--- config.mk ---
export PLATFORM = sky130hd
export DESIGN_NAME = leb128_fetch
export DESIGN_NICKNAME = d
export VERILOG_FILES = /design/src/rtl/leb128_pkg.sv /design/src/rtl/leb128_pad_check.sv /design/src/rtl/leb128_fetch.sv
export SDC_FILE = /design/constraint.sdc
export NUM_CORES = 1
export LEC_CHECK = 0
export ABC_AREA = 1
export BUFFER_PORTS_ARGS = -buffer_cell sky130_fd_sc_hd__buf_4
export CAP_MARGIN = 20
export CORE_ASPECT_RATIO = 0.8
export CORE_MARGIN = 5
export CORE_UTILIZATION = 35
export DETAILED_ROUTE_END_ITERATION = 10
export GPL_TIMING_DRIVEN = 0
export PLACE_DENSITY = 0.67
export SLEW_MARGIN = 20
export SYNTH_ARGS = -nofsm -noshare
export SYNTH_HDL_FRONTEND = slang
export SYNTH_HIERARCHICAL = 1
export SYNTH_SLANG_ARGS = --single-unit
--- constraint.sdc ---
create_clock -name clk -period 6.95 [get_ports clk]
set_input_delay 1.0425 -clock clk [delete_from_list [all_inputs] [get_ports clk]]
set_output_delay 1.0425 -clock clk [all_outputs]
set_load 0.01 [all_outputs]
--- src/rtl/leb128_pkg.sv ---
// leb128_pkg: shared constants for the LEB128 immediate fetch stage.
//   Kind codes (2 bits): U32, S32, S64; code 3 is reserved.
//   Error codes (3 bits): the value the cpu maps onto a trap code.
//   FSM state type and a helper giving the last legal byte index per kind.
package leb128_pkg;

    localparam logic [1:0] LEB_U32  = 2'd0;
    localparam logic [1:0] LEB_S32  = 2'd1;
    localparam logic [1:0] LEB_S64  = 2'd2;
    localparam logic [1:0] LEB_RSVD = 2'd3;

    localparam logic [2:0] LEB_ERR_NONE        = 3'd0;
    localparam logic [2:0] LEB_ERR_TOO_LONG    = 3'd1;
    localparam logic [2:0] LEB_ERR_BAD_PADDING = 3'd2;
    localparam logic [2:0] LEB_ERR_MEM_ERROR   = 3'd3;
    localparam logic [2:0] LEB_ERR_BAD_KIND    = 3'd4;

    typedef enum logic [1:0] {
        StIdle,
        StStream,
        StDone
    } leb_state_e;

    // Index of the final permitted byte: 5 bytes for 32-bit kinds, 10 for 64-bit.
    function automatic logic [3:0] leb_last_index(input logic [1:0] kind);
        return (kind == LEB_S64) ? 4'd9 : 4'd4;
    endfunction

endpackage

--- src/rtl/leb128_pad_check.sv ---
// leb128_pad_check: combinational classifier for one encoded byte.
//   kind_i     : immediate kind (U32/S32/S64)
//   byte_i     : encoded byte (bit 7 = continuation)
//   index_i    : position of this byte within the immediate (0-based)
//   is_last_o  : this byte ends the immediate (normal stop or length limit)
//   too_long_o : continuation set on the final permitted byte
//   bad_pad_o  : final permitted byte carries bits that do not fit the kind
module leb128_pad_check
    import leb128_pkg::*;
(
    input  logic [1:0] kind_i,
    input  logic [7:0] byte_i,
    input  logic [3:0] index_i,
    output logic       is_last_o,
    output logic       too_long_o,
    output logic       bad_pad_o
);

    logic at_limit;
    logic pad_ok;

    always_comb begin
        at_limit = (index_i == leb_last_index(kind_i));
        pad_ok   = 1'b1;
        unique case (kind_i)
            LEB_U32: pad_ok = (byte_i[6:4] == 3'b000);
            LEB_S32: pad_ok = (byte_i[6:4] == {3{byte_i[3]}});
            LEB_S64: pad_ok = (byte_i[6:1] == {6{byte_i[0]}});
            default: pad_ok = 1'b1;
        endcase
        is_last_o  = !byte_i[7] || at_limit;
        too_long_o = at_limit && byte_i[7];
        // A too-long byte is reported as such, never also as bad padding.
        bad_pad_o  = at_limit && !byte_i[7] && !pad_ok;
    end

endmodule

--- src/rtl/leb128_fetch.sv ---
// leb128_fetch: streams bytes from genrom starting at pc and decodes one
// LEB128 immediate (varuint32, varint32, varint64).
//   clk, reset          : clock, asynchronous active-high reset
//   start, kind, pc     : request (sampled in idle), immediate kind, first byte address
//   busy, done          : in progress; one-cycle result-valid pulse
//   value, length       : decoded 64-bit value, bytes consumed
//   next_pc, error      : pc + length (wrapping), error code (0 = none)
//   mem_addr, mem_extra : registered ROM byte address, always-zero extra select
//   mem_data, mem_error : ROM data (only [7:0] used) and bounds error, one-cycle latency
module leb128_fetch
    import leb128_pkg::*;
#(
    parameter int unsigned MEM_DEPTH = 6,
    parameter int unsigned MEM_EXTRA = 4
) (
    input  logic                          clk,
    input  logic                          reset,
    input  logic                          start,
    input  logic [1:0]                    kind,
    input  logic [MEM_DEPTH:0]            pc,
    output logic                          busy,
    output logic                          done,
    output logic [63:0]                   value,
    output logic [3:0]                    length,
    output logic [MEM_DEPTH:0]            next_pc,
    output logic [2:0]                    error,
    output logic [MEM_DEPTH:0]            mem_addr,
    output logic [MEM_EXTRA-1:0]          mem_extra,
    input  logic [(2**MEM_EXTRA)*8-1:0]   mem_data,
    input  logic                          mem_error
);

    localparam int unsigned AW = MEM_DEPTH + 1;

    leb_state_e state_q, state_d;

    logic [1:0]    kind_q, kind_d;
    logic [AW-1:0] pc_q, pc_d;
    logic [3:0]    idx_q, idx_d;
    // Set once the first ROM read has returned; the cycle after start has no data.
    logic          primed_q, primed_d;
    logic [63:0]   acc_q, acc_d;
    logic          busy_q, busy_d;
    logic          done_q, done_d;
    logic [63:0]   value_q, value_d;
    logic [3:0]    length_q, length_d;
    logic [AW-1:0] next_pc_q, next_pc_d;
    logic [2:0]    error_q, error_d;
    logic [AW-1:0] mem_addr_q, mem_addr_d;

    logic          is_last, too_long, bad_pad;
    logic [6:0]    shamt, fill_sh;
    logic [63:0]   payload, acc_next, fill_mask;
    logic [3:0]    len_cur;
    logic          sign_fill, stop;
    logic          unused_mem_data;

    assign unused_mem_data = ^mem_data[(2**MEM_EXTRA)*8-1:8];

    leb128_pad_check u_pad_check (
        .kind_i     (kind_q),
        .byte_i     (mem_data[7:0]),
        .index_i    (idx_q),
        .is_last_o  (is_last),
        .too_long_o (too_long),
        .bad_pad_o  (bad_pad)
    );

    assign shamt     = 7'(idx_q) * 7'd7;
    assign fill_sh   = shamt + 7'd7;
    assign payload   = {57'd0, mem_data[6:0]} << shamt;
    assign acc_next  = acc_q | payload;
    // Sign fill covers bits above 7*N; a full 10-byte value needs none.
    assign fill_mask = (fill_sh >= 7'd64) ? 64'd0 : (~64'd0 << fill_sh);
    assign sign_fill = (kind_q != LEB_U32) && mem_data[6];
    assign len_cur   = idx_q + 4'd1;
    assign stop      = primed_q && (mem_error || is_last);

    // State register
    always_ff @(posedge clk or posedge reset) begin
        if (reset) begin
            state_q <= StIdle;
        end else begin
            state_q <= state_d;
        end
    end

    // Next-state logic
    always_comb begin
        state_d = state_q;
        unique case (state_q)
            StIdle: begin
                if (start) begin
                    state_d = (kind == LEB_RSVD) ? StDone : StStream;
                end
            end
            StStream: begin
                if (stop) begin
                    state_d = StDone;
                end
            end
            StDone:  state_d = StIdle;
            default: state_d = StIdle;
        endcase
    end

    // Output and datapath next values
    always_comb begin
        kind_d     = kind_q;
        pc_d       = pc_q;
        idx_d      = idx_q;
        primed_d   = primed_q;
        acc_d      = acc_q;
        busy_d     = busy_q;
        done_d     = 1'b0;
        value_d    = value_q;
        length_d   = length_q;
        next_pc_d  = next_pc_q;
        error_d    = error_q;
        mem_addr_d = mem_addr_q;
        unique case (state_q)
            StIdle: begin
                if (start && (kind == LEB_RSVD)) begin
                    done_d    = 1'b1;
                    busy_d    = 1'b0;
                    value_d   = 64'd0;
                    length_d  = 4'd0;
                    next_pc_d = pc;
                    error_d   = LEB_ERR_BAD_KIND;
                end else if (start) begin
                    kind_d     = kind;
                    pc_d       = pc;
                    mem_addr_d = pc;
                    busy_d     = 1'b1;
                    idx_d      = 4'd0;
                    primed_d   = 1'b0;
                    acc_d      = 64'd0;
                end
            end
            StStream: begin
                mem_addr_d = mem_addr_q + 1'b1;
                primed_d   = 1'b1;
                if (primed_q) begin
                    acc_d = acc_next;
                    idx_d = len_cur;
                end
                if (stop) begin
                    busy_d    = 1'b0;
                    done_d    = 1'b1;
                    length_d  = len_cur;
                    next_pc_d = pc_q + AW'(len_cur);
                    if (mem_error) begin
                        error_d = LEB_ERR_MEM_ERROR;
                    end else if (too_long) begin
                        error_d = LEB_ERR_TOO_LONG;
                    end else if (bad_pad) begin
                        error_d = LEB_ERR_BAD_PADDING;
                    end else begin
                        error_d = LEB_ERR_NONE;
                    end
                    if (mem_error || too_long || bad_pad) begin
                        value_d = 64'd0;
                    end else if (sign_fill) begin
                        value_d = acc_next | fill_mask;
                    end else begin
                        value_d = acc_next;
                    end
                end
            end
            default: begin
            end
        endcase
    end

    always_ff @(posedge clk or posedge reset) begin
        if (reset) begin
            kind_q     <= LEB_U32;
            pc_q       <= '0;
            idx_q      <= 4'd0;
            primed_q   <= 1'b0;
            acc_q      <= 64'd0;
            busy_q     <= 1'b0;
            done_q     <= 1'b0;
            value_q    <= 64'd0;
            length_q   <= 4'd0;
            next_pc_q  <= '0;
            error_q    <= LEB_ERR_NONE;
            mem_addr_q <= '0;
        end else begin
            kind_q     <= kind_d;
            pc_q       <= pc_d;
            idx_q      <= idx_d;
            primed_q   <= primed_d;
            acc_q      <= acc_d;
            busy_q     <= busy_d;
            done_q     <= done_d;
            value_q    <= value_d;
            length_q   <= length_d;
            next_pc_q  <= next_pc_d;
            error_q    <= error_d;
            mem_addr_q <= mem_addr_d;
        end
    end

    assign busy      = busy_q;
    assign done      = done_q;
    assign value     = value_q;
    assign length    = length_q;
    assign next_pc   = next_pc_q;
    assign error     = error_q;
    assign mem_addr  = mem_addr_q;
    assign mem_extra = '0;

endmodule

# --- After elaboration in Yosys (flattened, before gate mapping) ---
# Cells that the tools add are included.
totals:
  register_bits: 167
op_classes:
  add_sub_neg: 4
  multipliers: 1
  n_lt_le_gt_ge: 1
  n_eq_ne: 13
  shifts: 2
  mux: 45
  bitwise_logic: 3
  reduce_logical: 23
ops:
  columns: ["op", "count"]
  rows:
  - ["$mux 64", 8]
  - ["$pmux 64 s2", 2]
  - ["$or 64x64->64", 2]
  - ["$shl 64x7->64 const A", 1]
  - ["$shl 7x7->64", 1]
  - ["$mux 7", 4]
  - ["$pmux 7 s2", 2]
  - ["$mux 4", 6]
  - ["$pmux 4 s2", 2]
  - ["$mux 2", 6]
  - ["$reduce_and 3->1", 4]
  - ["$ne 2x2->1 const B", 5]
  - ["$add 7x1->7 const B", 1]
  - ["$add 7x3->7 const B", 1]
  - ["$add 7x4->7", 1]
  - ["$ge 7x7->1 const B", 1]
  - ["$mul 4x3->7 const B", 1]
  - ["$mux 1", 7]
  - ["$eq 6x6->1", 1]
  - ["$logic_and 1x1->1", 6]
  - ["$mux 3", 2]
  - ["$pmux 1 s2", 3]
  - ["$pmux 3 s2", 1]
  - ["$add 4x1->4 const B", 1]
  - ["other kinds (15)", 23]

# --- Longest topological paths before layout ---
logic_depth:
  depth_word: 10
  ltp_mapped: 17
  depth_no_buf: 15

# --- Modules after synthesis ---
# Netlist, hierarchy kept.
modules_own_cells:
  columns: ["module", "instances", "cells_per_inst", "area_per_inst_um2", "seq_area_each_um2"]
  rows:
  - ["leb128_fetch", 1, 1155, 8798.4, 4179.0]
  - ["leb128_pad_check", 1, 41, 171.4, 0.0]

# --- Worst setup path after synthesis ---
# OpenSTA, ideal clock, no wires.
synth_path:
  path_kind: "flip-flop to flip-flop"
  start: "register idx_q[1]"
  end: "register value_q[45], in the netlist value[45]"
  setup_time_ns: 0.117
  arrival_ns: 3.163
  required_ns: 6.833
  setup_slack_ns: 3.671
  stages_incl_launch_ff: 17
  period_less_slack_ns: 3.279
  cell_sequence: "dfrtp_1 > buf_2 > clkinv_1 > fa_1 > inv_1 > ha_1 > ha_1 > nand2_1 > inv_1 > nor2_1 > nand2_1 > nand3_1 > nand2_1 > nand2_1 > o21ai_0 > nand2_1 > nand2_1"
synth_between:
  elab_chain_cells: 9
synth_lines:
  columns: ["item", "line", "text"]
  rows:
  - ["from (decl)", "leb128_fetch.sv:39", "logic [3:0] idx_q, idx_d;"]
  - ["from (signal assigned)", "leb128_fetch.sv:192", "idx_q <= idx_d;"]
  - ["$mul 4x3->7", "leb128_fetch.sv:69", "assign shamt = 7'(idx_q) * 7'd7;"]
  - ["$add 7x3->7", "leb128_fetch.sv:70", "assign fill_sh = shamt + 7'd7;"]
  - ["$shl 64x7->64 / $ge 7x7->1 (equally long branches)", "leb128_fetch.sv:74", "assign fill_mask = (fill_sh >= 7'd64) ? 64'd0 : (~64'd0 << fill_sh);"]
  - ["$mux 64", "leb128_fetch.sv:74", null]
  - ["$or 64x64->64", "leb128_fetch.sv:164", "value_d = acc_next | fill_mask;"]
  - ["$mux 64", "leb128_fetch.sv:163", "end else if (sign_fill) begin"]
  - ["$mux 64", "leb128_fetch.sv:161", "if (mem_error || too_long || bad_pad) begin"]
  - ["$mux 64", "leb128_fetch.sv:147", "if (stop) begin"]
  - ["$pmux 64 s2", "leb128_fetch.sv:121", "unique case (state_q)"]
  - ["to (signal assigned)", "leb128_fetch.sv:197", "value_q <= value_d;"]
  - ["to (decl)", "leb128_fetch.sv:45", "logic [63:0] value_q, value_d;"]
# Several ways; a longest one is shown, not always the timed one. The select of a mux whose other input is x is not followed.
# A chain may end at the register's enable or synchronous reset.

# --- Final worst setup path ---
layout_path:
  start: "register idx_q[1]"
  end: "register value_q[44], in the netlist value[44]"
# The elaborated chain is that of the path after synthesis.

==> run_results.csv <==
group,metric,value,unit
route,wl_met2,11700,um
hold_path,hold_class,"reg2reg",
logic_synthesis,ys.flop_type,"dfrtp_1",
logic_synthesis,yosysWarnings,6,
global_routing,grt.overflow.total,0,
timing,slew_headroom,0.503,
logic_synthesis,synth_top_family_by_area,"simple AND/OR/NAND/NOR gates",
global_routing,grt_first_pass_wirelength,46200,um
logic_synthesis,synth.area.top_cells,"dfrtp_1 47%, nand2_1 17%, nand3_1 4.7%",
clocking,tritoncts,"built",
layout,fin_nets,1492,
placed_design,post-place-ws,2.71,ns
die,core_area,0.0252,mm^2
global_routing,grt_usage,0.202,
clocking,ctsResizeCount,0,
timing,finalCriticalPeriod,4.47,ns
power,peakVddDrop,0.174,mV
die,floorplan.initialDensity,0.355,
logic_synthesis,synth-seq-area-share,0.466,
hold_path,hold_depth,2,
die,dieArea,0.0289,mm^2
setup_path,slowest_delay,0.68,ns
clocking,clkSlewWorstSetupHoldPaths,0.07,ns
clocking,cts-root-buf,"clkbuf_16",
setup_path,cpMostUsedCell,"nand2_1",
setup_path,path_buf_inv,4,
logic_synthesis,synth_xor_area_frac,0.00391,
route,dr.pass1.iters,6,
timing,worst_pin_slew,0.746,ns
logic_synthesis,synth-simple-area-share,0.263,
setup_path,cp_max_fo,12,
die,rows,52,
setup_path,cp_data_arrival_time,4.80,ns
placed_design,placed_cells,1631,
clocking,cts_setup_buffers,0,
logic_synthesis,synth.top_cells.by_count,"397 x nand2_1, 167 x dfrtp_1, 104 x inv_1",
global_routing,antenna_found_initial,0,
power,p_total,4450,uW
global_routing,grt_max_degree,96,
setup_path,worstSetupPathType,"reg2reg",
timing,clock.fmax,224,MHz
timing,drv_slew,0,
clocking,clockBufferDepth,2,
clocking,htree_levels,4,
route,wl_met3,2560,um
logic_synthesis,synth_edf_count,0,
timing,hold_viol_final,0,
logic_synthesis,synth_adder_area_share,0.0374,
route,via_count,8622,
route,drc,0,
power,p_leak,0.00571,uW
layout,fin_util,0.429,
timing,rsz0062_at_grt,"no",
status,status,"finished clean",
layout,areaGrowthSynthToFinish,20.7,%
layout,diodes,0,
setup_path,critPathTopFamily,"simple AND/OR/NAND/NOR gates",
setup_path,cp.required,7.28,ns
clocking,cts_hold_buffers,0,
route,vias_per_cell,5.18,
timing,finalCritPeriodShare,0.643,
placed_design,globalplace.congestion,0.945,
setup_path,cp.depth,16,
global_routing,grt_pass1_vias,7989,
setup_path,endpoint_kind,"flip-flop",
logic_synthesis,syn_avg_cell_area,7.50,um^2
route,wl_met1,14700,um
placed_design,hpwl,22300,um
logic_synthesis,syn_inst,1196,
die,dieWidth,189,um
timing,skew,0.0116,ns
logic_synthesis,async_reset_ff_frac,1.00,
logic_synthesis,syn_area,0.00897,mm^2
clocking,clk_latency,0.44,ns
setup_path,r2r_cells,16,
flow_run,cap_violations,0,
placed_design,portBuffers,107,
setup_path,cp-start-kind,"flip-flop",
timing,fin_ws,2.48,ns
layout,drive_gt1_frac,0.150,
route,top_layer_used,"met4",
route,avgRoutedWirePerCell,17.7,um
timing,finalSetupTns,0,ns
setup_path,crit_chain,"buf_2, clkinv_1, fa_1, inv_1, ha_1, ha_1, nand2_1, inv_1, nor2_1, nand2_1, nand3_1, nand2_1, nand2_1, o21ai_0, nand2_1, nand2_1",
die,boundaryPins,232,
route,ant_nets,0,
logic_synthesis,synth_compound_area_frac,0.144,
route,drt_iter0_drc,1065,
setup_path,cpMaxStageDelayCell,"fa_1",
logic_synthesis,yosys.area.top_type,"dfrtp_1",
layout,instances_no_fill,1663,
logic_synthesis,synth.mux.area_fraction,0.00251,
route,wl,29500,um
logic_synthesis,synth.most_common_cell,"nand2_1",
logic_synthesis,ys_seq_elements,167,
logic_synthesis,yosysTopAreaCellShare,0.466,
logic_synthesis,ys_types,39,
clocking,cts_num_sinks,167,
clocking,cts_buffers,17,
power,p_per_area,411,mW/mm^2
timing,setup_viol,0,
die,die_h,153,um
worst register-to-register path: stages (launching register included):
cell and delay (ns):
dfrtp_1 0.49, buf_2 0.28, clkinv_1 0.45, fa_1 0.69
inv_1 0.05, ha_1 0.26, ha_1 0.36, nand2_1 0.31
inv_1 0.07, nor2_1 0.51, nand2_1 0.21, nand3_1 0.21
nand2_1 0.10, nand2_1 0.11, o21ai_0 0.11, nand2_1 0.10
nand2_1 0.05
path summary, 6_finish.rpt:
kind | end | slack, ns | startpoint
max in group asynchronous | value[34]$_DFFE_PP0P_ | 5.45 | reset
min in group asynchronous | next_pc[5]$_DFFE_PP0P_ | 0.64 | reset
setup reg to reg | value[44]$_DFFE_PP0P_ | 2.48 | idx_q[1]$_DFFE_PP0P_
hold / removal | value[40]$_DFFE_PP0P_ | 0.48 | value[40]$_DFFE_PP0P_
setup / recovery | value[44]$_DFFE_PP0P_ | 2.48 | idx_q[1]$_DFFE_PP0P_
hold reg to reg | value[40]$_DFFE_PP0P_ | 0.48 | value[40]$_DFFE_PP0P_
logic make-up (layout without fill, tap and decap cells):
logic type / after synthesis / in the layout
mux: 2 / 2
fa+ha+maj: 25 / 25
other cells: 1 / 4
simple gates: 585 / 585
xor+xnor: 4 / 4
flops: 167 / 167
buf+inv: 176 / 316
compound gates: 236 / 236
power breakdown:
part | switching, uW | internal [uW] | leakage [uW] | total [uW]
registers | 193 | 1260 | 0.00223 | 1450
clock network | 438 | 551 | 0.000294 | 989
logic | 1280 | 721 | 0.00319 | 2010
total | 1920 | 2530 | 0.00571 | 4450
placed cells by master, fill, tap and decap left out, types with 22 or more instances in the layout:
master and instances:
a21oi_1 80, buf_2 36, buf_4 112, dfrtp_1 167
ha_1 22, inv_1 103, nand2_1 397, nand3_1 85
nor2_1 75, o21ai_0 78, o21ai_1 25
state kept, by name (all words and copies together) (netlist names):
register,count
acc_q,64
busy,1
done,1
error,3
idx_q,4
kind_q,2
length,4
mem_addr,7
next_pc,7
pc_q,7
primed_q,1
state_q,2
value,64
metal layers:
layer,GRT usage,vias to the layer above
li1,-,4138
met1,0.323,4103
met2,0.267,351
met3,0.0529,30
met4,0.0468,0
met5,0,-
area by class of cell:
type,instances,area [um^2]
fill,2620,14400
clock buffer,19,443
sequential,167,4180
multi-input combinational,856,4060
timing repair buffer,108,831
inverter,110,420
buffer,66,327
clock inverter,13,161
tap,324,405
through the flow:
stage          hold slack, ns  area (um^2)
6_report                0.481        10800
5_1_grt                 0.503        10800
2_1_floorplan           0.454         8980
4_1_cts                 0.486        10800
3_5_place_dp            0.466        10200
3_3_place_gp            0.467        10200
Note: power is estimated with default switching activity, not from simulation.
